<file path="src/rtl/countdown_timer_arbiter.sv">
// One countdown timer shared round-robin between NUM_REQ requesters, with a done pulse per job.
// Defining COUNTDOWN_ARB_ABORT_EN adds an abort handshake that cancels the running job.
module countdown_timer_arbiter #(
  parameter int NUM_REQ    = 4,
  parameter int CW         = 16,
  parameter int MAX_AMOUNT = 22,
  localparam int IW        = $clog2(NUM_REQ)
) (
  input  logic                  CLK,
  input  logic                  nRST,
  input  logic [NUM_REQ-1:0]    req__ENA,
  output logic [NUM_REQ-1:0]    req__RDY,
  input  logic [NUM_REQ*CW-1:0] req_amount,
  output logic [NUM_REQ-1:0]    done,
  output logic                  busy,
  output logic [IW-1:0]         owner
`ifdef COUNTDOWN_ARB_ABORT_EN
  ,
  input  logic                  abort__ENA,
  output logic                  abort__RDY
`endif
);

  typedef enum logic [1:0] {IDLE = 2'd0, RUN = 2'd1, DONE = 2'd2} state_t;

  localparam logic [CW-1:0] MaxAmt = CW'(MAX_AMOUNT);

  state_t             state_q;
  logic [NUM_REQ-1:0] pending_q;
  logic [NUM_REQ-1:0] done_q;
  logic [CW-1:0]      amt_q [NUM_REQ];
  logic [CW-1:0]      amt_d [NUM_REQ];
  logic [CW-1:0]      counter_q;
  logic [IW-1:0]      rrPtr_q;
  logic [IW-1:0]      owner_q;
  logic               busy_q;
  logic [NUM_REQ-1:0] accept;
  logic [IW-1:0]      winner;
  logic               found;
  logic               abortFire;

  function automatic logic [IW-1:0] wrapInc(input logic [IW-1:0] x);
    if (int'(x) == NUM_REQ - 1) return '0;
    return x + 1'b1;
  endfunction

  // Zero-length requests still take one cycle; long ones are clamped to the limit.
  always_comb begin
    req__RDY = '0;
    accept   = '0;
    for (int i = 0; i < NUM_REQ; i++) begin
      req__RDY[i] = !pending_q[i] && !(state_q != IDLE && int'(owner_q) == i);
      accept[i]   = req__ENA[i] && req__RDY[i];
      if (req_amount[i*CW +: CW] == '0)
        amt_d[i] = CW'(1);
      else if (req_amount[i*CW +: CW] > MaxAmt)
        amt_d[i] = MaxAmt;
      else
        amt_d[i] = req_amount[i*CW +: CW];
    end
  end

  always_comb begin
    winner = '0;
    found  = 1'b0;
    for (int k = 0; k < NUM_REQ; k++) begin
      if (!found && pending_q[(int'(rrPtr_q) + k) % NUM_REQ]) begin
        winner = IW'((int'(rrPtr_q) + k) % NUM_REQ);
        found  = 1'b1;
      end
    end
  end

`ifdef COUNTDOWN_ARB_ABORT_EN
  assign abort__RDY = (state_q == RUN);
  assign abortFire  = abort__ENA && abort__RDY;
`else
  assign abortFire  = 1'b0;
`endif

  always_ff @(posedge CLK) begin
    if (!nRST) begin
      state_q   <= IDLE;
      pending_q <= '0;
      counter_q <= '0;
      rrPtr_q   <= '0;
      owner_q   <= '0;
      done_q    <= '0;
      busy_q    <= 1'b0;
      for (int i = 0; i < NUM_REQ; i++) amt_q[i] <= '0;
    end else begin
      done_q <= '0;
      for (int i = 0; i < NUM_REQ; i++) begin
        if (accept[i]) begin
          pending_q[i] <= 1'b1;
          amt_q[i]     <= amt_d[i];
        end
      end
      case (state_q)
        IDLE: begin
          if (found) begin
            owner_q           <= winner;
            pending_q[winner] <= 1'b0;
            counter_q         <= amt_q[winner] - 1'b1;
            state_q           <= RUN;
            busy_q            <= 1'b1;
          end
        end
        // An abort on the final count still wins, so no done is raised.
        RUN: begin
          if (abortFire) begin
            state_q <= IDLE;
            busy_q  <= 1'b0;
            rrPtr_q <= wrapInc(owner_q);
          end else if (counter_q == '0) begin
            state_q         <= DONE;
            done_q[owner_q] <= 1'b1;
          end else begin
            counter_q <= counter_q - 1'b1;
          end
        end
        DONE: begin
          rrPtr_q <= wrapInc(owner_q);
          state_q <= IDLE;
          busy_q  <= 1'b0;
        end
        default: begin
          state_q <= IDLE;
          busy_q  <= 1'b0;
        end
      endcase
    end
  end

  assign done  = done_q;
  assign busy  = busy_q;
  assign owner = owner_q;

endmodule

</file>
<file path="config.mk">
export PLATFORM = sky130hd
export DESIGN_NAME = countdown_timer_arbiter
export DESIGN_NICKNAME = d
export VERILOG_FILES = /design/src/rtl/countdown_timer_arbiter.sv
export SDC_FILE = /design/constraint.sdc
export NUM_CORES = 1
export LEC_CHECK = 0
export BUFFER_PORTS_ARGS = -buffer_cell sky130_fd_sc_hd__clkbuf_2
export CORE_ASPECT_RATIO = 0.9
export CORE_MARGIN = 3
export CORE_UTILIZATION = 40
export DETAILED_ROUTE_END_ITERATION = 10
export PLACE_DENSITY = 0.68
export SYNTH_ARGS = -nofsm -noshare
export SYNTH_HDL_FRONTEND = slang
export SYNTH_SLANG_ARGS = --single-unit
export TNS_END_PERCENT = 50
</file>
<file path="constraint.sdc">
create_clock -name CLK -period 8.3 [get_ports CLK]
set_clock_uncertainty 0.15 [all_clocks]
set_input_delay 0.83 -clock CLK [delete_from_list [all_inputs] [get_ports CLK]]
set_output_delay 0.83 -clock CLK [all_outputs]
set_load 0.005 [all_outputs]
</file>
==> flow_metrics.py, run 1 <==
metrics = {
    "critical_path": {
        "r2r_start": "pending_q[2]",
        "critical_path_class": "reg2reg",
        "worst_path_most_repeated_cell": "a31oi_1",
        "cp_data_required_time_ns": 8.42,
        "r2r_cells": 8,
        "start_kind": "flip-flop",
        "critical_path_buf_inv_count": 1,
        "crit_end": "counter_q[12]",
        "cp_cell_sequence": "inv_1, a21oi_2, a2bb2oi_1, a31oi_1, nor4_2, nand3_2, or4_1, a31oi_1",
        "r2r-end": "counter_q[12]",
        "worstSetupPathDepth": 8,
        "slowest_stage": "dfxtp_1",
        "arrival_ns": 3.88,
        "end_kind": "flip-flop",
        "slowest_delay_ns": 0.89,
        "crit_family": "compound AO/OA/AOI/OAI gates",
        "crit_start": "pending_q[2]",
        "crit_fanout": 24,
        "r2r_slack_ns": 4.55,
    },
    "cts": {
        "htree_levels": 3,
        "clockBufferDepth": 2,
        "ctsHoldBuffers": 0,
        "cts_resized": 0,
        "insertion_delay_ns": 0.35,
        "clock-sinks": 95,
        "cts_setup_buffers": 0,
        "cts_buffers": 9,
        "cts_tree": "done",
        "cts.root.buffer_cell": "clkbuf_16",
        "clkTransAtPathRegs_ns": 0.07,
    },
    "place": {
        "pre_cts_slack_ns": 4.60,
        "placed_area_um2": 5300,
        "port_buffers": 80,
        "dp_hpwl_um": 9060,
        "place_congestion": 0.943,
        "dpl.cell_count": 706,
    },
    "floorplan": {
        "die_h_um": 108,
        "die_area_um2": 13000,
        "ios": 81,
        "die_x_um": 120,
        "fp.coreArea_um2": 11100,
        "rows": 36,
        "start_util": 0.420,
    },
    "detailed_routing": {
        "vias": 3863,
        "drt-initial-drc-count": 356,
        "drt-total-wl_um": 11900,
        "drc": 0,
        "viasPerCell": 5.35,
        "drtAntennaViolNets": 0,
        "drt-wirelength-per-cell_um": 16.5,
        "dr.pass1.iters": 5,
    },
    "grt": {
        "grt_pass1_wl_um": 19100,
        "grt-ovfl-total": 0,
        "antenna_found_initial": 0,
        "grt_pass1_vias": 3703,
        "grt_max_degree": 31,
        "globalRouteTotalUtil": 0.190,
    },
    "timing": {
        "rsz0062_at_grt": "false",
        "tightest_slew_ns": 1.20,
        "finalHoldViolCount": 0,
        "fin_ws_ns": 4.55,
        "tns_ns": 0,
        "slew_violations": 0,
        "fmax_mhz": 266,
        "whs_ns": 0.343,
        "relSlewSlack": 0.200,
        "fin_crit_sh": 0.452,
        "finalSetupViolations": 0,
        "period_minus_slack_ns": 3.75,
    },
    "power_and_ir_drop": {
        "ir_drop_uv": 131,
        "total_power_mw": 1.50,
        "leakagePower_nw": 2.27,
        "pwr_density_cell_nw_per_um2": 269,
    },
    "finish": {
        "diodes": 0,
        "final_cells": 722,
        "area_delta_synth_final_pct": 20.1,
        "fin_util": 0.505,
        "final_nets": 640,
        "stdcell_area_um2": 5600,
        "layout-drive-gt1-share": 0.188,
    },
    "synth": {
        "synth-seq-cells": 95,
        "ys_warn_count": 0,
        "synth_area_per_cell_um2": 10.2,
        "synth_area_um2": 4660,
        "synthDistinctLibCells": 59,
        "synth_edf_count": 64,
        "synth_seq_area_share": 0.546,
        "synthArstFlopShare": 0,
        "synth_flop_cell": "edfxtp_1",
        "synth_cells": 455,
    },
    "min_path": {
        "holdPathStages": 2,
        "hp-class": "reg2reg",
        "worstHoldStart": "counter_q[15]",
    },
    "flow_run": {
        "maxCapViolCount": 0,
    },
    "outcome": {
        "status": "finished clean",
    },
}
## worst min-delay path by stage
stage	endpoint	slack (ns)
after floorplan	counter_q[13]	0.30
after global placement	counter_q[15]	0.32
after detailed placement	counter_q[15]	0.33
after CTS	counter_q[15]	0.34
after global routing	counter_q[15]	0.38
final	counter_q[15]	0.34
## tightest hold or removal path, stage by stage, from the launching register on
cell and delay (ns):
dfxtp_1 0.32, nand2_1 0.06, o22ai_1 0.07
## metal layers
layer | up-vias | GRT usage | part of all wire
met1 | 1767 | 0.264 | 0.45
met3 | 24 | 0.0403 | 0.070
met4 | 0 | 0.0809 | 0.029
met2 | 168 | 0.288 | 0.45
li1 | 1904 | - | -
met5 | - | 0 | 0
## power breakdown
| group | internal [mW] | switching (mW) |
|---|---|---|
| Sequential | 0.586 | 0.0633 |
| Combinational | 0.159 | 0.285 |
| Clock | 0.213 | 0.197 |
| Total | 0.958 | 0.545 |
## registers in the layout, summed over array words and instances, names as in the netlist
signal     cells
amt_q         64
done           4
rrPtr_q        2
busy           1
state_q        2
owner          2
pending_q      4
counter_q     16
## kinds of logic after synthesis
group / synth area share
adders and majority gates: 0.0134
xor gates and xnor gates: 0.0169
muxes: 0.0107
other: 0.000805
and+or+nand+nor: 0.170
DFF: 0.546
AOI/OAI and AO/OA: 0.199
buffers and inverters: 0.0438
## cell usage after synthesis, types with 3 or more instances
master	n	area, um2
a211oi_1	10	75.1
a21oi_1	35	175
a221oi_1	3	26.3
a2bb2oi_1	11	96.3
a31o_2	3	26.3
a31oi_1	17	106
and2_1	5	31.3
buf_2	4	20.0
clkbuf_1	15	56.3
dfxtp_1	31	621
edfxtp_1	64	1920
ha_1	5	62.6
inv_1	24	90.1
mux2i_1	5	50.1
nand2_1	28	105
nand2b_1	5	31.3
nand3_1	24	120
nand4_1	5	31.3
nor2_1	48	180
nor3_1	10	50.1
nor4_1	17	106
o211a_1	5	50.1
o211ai_1	14	105
o21ai_0	11	55.1
xnor2_1	3	26.3
xor2_1	6	52.6
## area by class of cell
type / count / area, um2
multi-input cells: 355 / 2070
inverters: 24 / 90.1
repair buffers: 80 / 400
flip-flops and latches: 95 / 2540
clock buffers: 9 / 225
fillers: 1026 / 5490
clock inverters: 7 / 73.8
well taps: 152 / 190
## layout by cell type (no fill, tap or decap), types with 3 or more instances in the layout
cell	netlist	final
clkbuf_2	0	80
edfxtp_1	64	64
nor2_1	48	48
conb_1	1	44
a21oi_1	35	35
dfxtp_1	31	31
nand2_1	28	28
inv_1	24	24
nand3_1	24	24
nor4_1	17	17
a31oi_1	17	17
o211ai_1	14	14
o21ai_0	11	11
a2bb2oi_1	11	11
nor3_1	10	10
a211oi_1	10	10
clkbuf_16	0	9
xor2_1	6	6
nand2b_1	5	5
o211a_1	5	5
nand4_1	5	5
and2_1	5	5
mux2i_1	5	5
ha_1	5	5
a221oi_1	3	3
xnor2_1	3	3
a31o_2	3	3
Power figures use the tool's default switching activity.
==> run 2, diff against run 1 <==
--- a/config.mk
+++ b/config.mk
@@ -5,12 +5,13 @@
 export SDC_FILE = /design/constraint.sdc
 export NUM_CORES = 1
 export LEC_CHECK = 0
+export ABC_AREA = 1
 export BUFFER_PORTS_ARGS = -buffer_cell sky130_fd_sc_hd__clkbuf_2
 export CORE_ASPECT_RATIO = 0.9
 export CORE_MARGIN = 3
 export CORE_UTILIZATION = 40
 export DETAILED_ROUTE_END_ITERATION = 10
-export PLACE_DENSITY = 0.68
+export PLACE_DENSITY = 0.67
 export SYNTH_ARGS = -nofsm -noshare
 export SYNTH_HDL_FRONTEND = slang
 export SYNTH_SLANG_ARGS = --single-unit
==> constraint.sdc (replaced) <==
create_clock -name CLK -period 3.76 [get_ports CLK]
set_clock_uncertainty 0.15 [all_clocks]
set_input_delay 0.376 -clock CLK [delete_from_list [all_inputs] [get_ports CLK]]
set_output_delay 0.376 -clock CLK [all_outputs]
set_load 0.005 [all_outputs]
==> flow_metrics.py, run 2 <==
metrics = {
    "floorplan": {
        "ios": 81,
        "rows": 39,
        "fp.coreArea_um2": 12900,
        "die_h_um": 116,
        "die_x_um": 128,
        "die_area_um2": 14800,
        "start_util": 0.414,
    },
    "detailed_routing": {
        "viasPerCell": 4.88,
        "drt-initial-drc-count": 473,
        "drt-wirelength-per-cell_um": 12.7,
        "dr.pass1.iters": 5,
        "drc": 0,
        "drtAntennaViolNets": 0,
        "drt-total-wl_um": 12500,
        "vias": 4785,
    },
    "timing": {
        "tns_ns": 0,
        "period_minus_slack_ns": 3.29,
        "rsz0062_at_grt": "false",
        "finalHoldViolCount": 0,
        "fmax_mhz": 304,
        "tightest_slew_ns": 0.773,
        "slew_violations": 0,
        "fin_ws_ns": 0.467,
        "finalSetupViolations": 0,
        "fin_crit_sh": 0.876,
        "relSlewSlack": 0.484,
    },
    "critical_path": {
        "end_kind": "flip-flop",
        "critical_path_class": "reg2reg",
        "arrival_ns": 3.39,
        "start_kind": "flip-flop",
        "cp_data_required_time_ns": 3.86,
        "crit_fanout": 27,
    },
    "synth": {
        "ys_top_cells_by_count": "253 x nand2_1, 83 x inv_1, 64 x edfxtp_1",
        "yosysMostFrequentCell": "nand2_1",
        "ys_warn_count": 0,
        "synthArstFlopShare": 0,
        "synth_cells": 692,
        "synthDistinctLibCells": 38,
        "synth-seq-cells": 95,
        "synth_edf_count": 64,
        "synth_area_per_cell_um2": 7.71,
        "yosys-top-cells-area": "edfxtp_1 36%, nand2_1 18%, dfxtp_1 12%",
        "synth_seq_area_share": 0.477,
        "synth_area_um2": 5330,
        "synth_top_area_cell": "edfxtp_1",
        "synth_flop_cell": "edfxtp_1",
        "synth_top_area_share": 0.360,
    },
    "power_and_ir_drop": {
        "p_switching_mw": 2.63,
        "power.internal_mw": 2.74,
        "ir_drop_uv": 382,
        "leakagePower_nw": 3.10,
        "switching_share": 0.490,
        "pwr-share-clk": 0.164,
        "pwr_density_cell_nw_per_um2": 849,
        "power.share.combinational": 0.562,
        "seq_power_share": 0.274,
    },
    "grt": {
        "grt-ovfl-total": 0,
        "antenna_found_initial": 0,
        "grt_pass1_vias": 4324,
        "grt_pass1_wl_um": 20500,
        "globalRouteTotalUtil": 0.173,
        "grt_max_degree": 28,
    },
    "cts": {
        "htree_levels": 3,
        "ctsHoldBuffers": 0,
        "clkTransAtPathRegs_ns": 0.07,
        "cts_setup_buffers": 0,
        "cts_buffers": 9,
        "cts_tree": "done",
        "clock-sinks": 95,
        "insertion_delay_ns": 0.35,
        "cts_resized": 0,
        "clockBufferDepth": 2,
        "cts.root.buffer_cell": "clkbuf_16",
    },
    "place": {
        "port_buffers": 80,
        "place_congestion": 0.890,
        "pre_cts_slack_ns": 0.354,
        "dpl.cell_count": 964,
        "dp_hpwl_um": 9300,
    },
    "finish": {
        "diodes": 0,
        "largest_reg_flops": 64,
        "layout-drive-gt1-share": 0.165,
        "area_delta_synth_final_pct": 18.5,
        "layout_commonest_cell": "nand2_1",
        "final_nets": 886,
        "reg_top3": "amt_q: 64 flops, counter_q: 16 flops",
        "final_cell_mix": "253 x nand2_1, 83 x inv_1, 80 x clkbuf_2",
        "top_register": "amt_q",
        "final_cells": 980,
    },
    "min_path": {
        "hp-class": "in2reg",
    },
    "outcome": {
        "status": "finished clean",
    },
    "flow_run": {
        "maxCapViolCount": 0,
    },
}
run 2: changes by cell type after synthesis, moves of 11 or more:
cell,previous run,this run
inv_1,24,83
nand2_1,28,253
nor2_1,48,34
nand4_1,5,33
nand3_1,24,40
o211ai_1,14,0
a2bb2oi_1,11,0
a31oi_1,17,3
run 2: final timing paths:
kind | slack (ns) | cells past startpoint | from | endpoint
hold / removal | 0.21 | 3 | req_amount[36] | amt_q[2][4]
hold reg to reg | 0.33 | 2 | busy | busy
setup / recovery | 0.47 | 24 | rrPtr_q[0] | counter_q[8]
setup reg to reg | 0.47 | 24 | rrPtr_q[0] | counter_q[8]
run 2: kinds of logic (layout without fill, tap and decap cells):
group,after synthesis,in the layout,share of synthesized area
AND/OR/NAND/NOR,409,409,0.349
buffers and inverters,111,192,0.0873
other,1,44,0.000703
AO/OA/AOI/OAI,71,71,0.0746
adder cells (fa/ha/maj),5,5,0.0117
flip-flops,95,95,0.477
run 2: layer usage:
layer	vias to the layer above	share of wire	global-route usage
met1	2138	0.51	0.259
met5	-	0	0
met4	0	0.011	0.0438
li1	2473	-	-
met2	162	0.42	0.256
met3	12	0.061	0.0359
run 2: worst max-delay path, stage by stage, from the launching register on:
cell,delay [ns]
dfxtp_2,0.47
inv_6,0.08
nand2_1,0.07
nand2_1,0.09
nand2_1,0.08
nand2_1,0.05
nand2_1,0.09
nand2_1,0.10
nand2_4,0.25
nand3_4,0.30
nand2_1,0.16
nand2_1,0.06
nand2_1,0.05
nand3_1,0.07
nand2_1,0.18
ha_1,0.20
inv_1,0.07
nor2_4,0.15
nand2_2,0.11
nor2_4,0.14
nor2_1,0.05
nor2_1,0.08
nand2_1,0.06
nand2_1,0.05
inv_1,0.03
run 2: cell type report:
cell class              count  area [um2]
inverters                  89         339
multi-input cells         529        2490
flip-flops and latches     95        2540
well taps                 164         205
repair buffers             87         453
clock inverters             7        66.3
fillers                  1258        6560
clock buffers               9         225
run 2: through the flow:
step | hold slack [ns] | utilization | power (mW) | instance area [um2]
4_1_cts | 0.201 | 0.490 | 5.36 | 6320
3_3_place_gp | 0.302 | 0.468 | 4.46 | 6030
3_5_place_dp | 0.322 | 0.468 | 4.46 | 6030
2_1_floorplan | 0.310 | - | 3.80 | 5500
5_1_grt | 0.215 | 0.491 | 5.85 | 6320
6_report | 0.210 | 0.491 | 5.37 | 6320
run 2: power by group through the flow:
| stage | clock, mW | combinational (mW) | sequential, mW |
|---|---|---|---|
| 4_1_cts | 0.901 | 2.99 | 1.47 |
| 6_report | 0.881 | 3.02 | 1.47 |
| 3_3_place_gp | 0 | 2.97 | 1.49 |
| 3_5_place_dp | 0 | 2.97 | 1.49 |
| 5_1_grt | 0.943 | 3.42 | 1.49 |
| 2_1_floorplan | 0 | 2.35 | 1.45 |
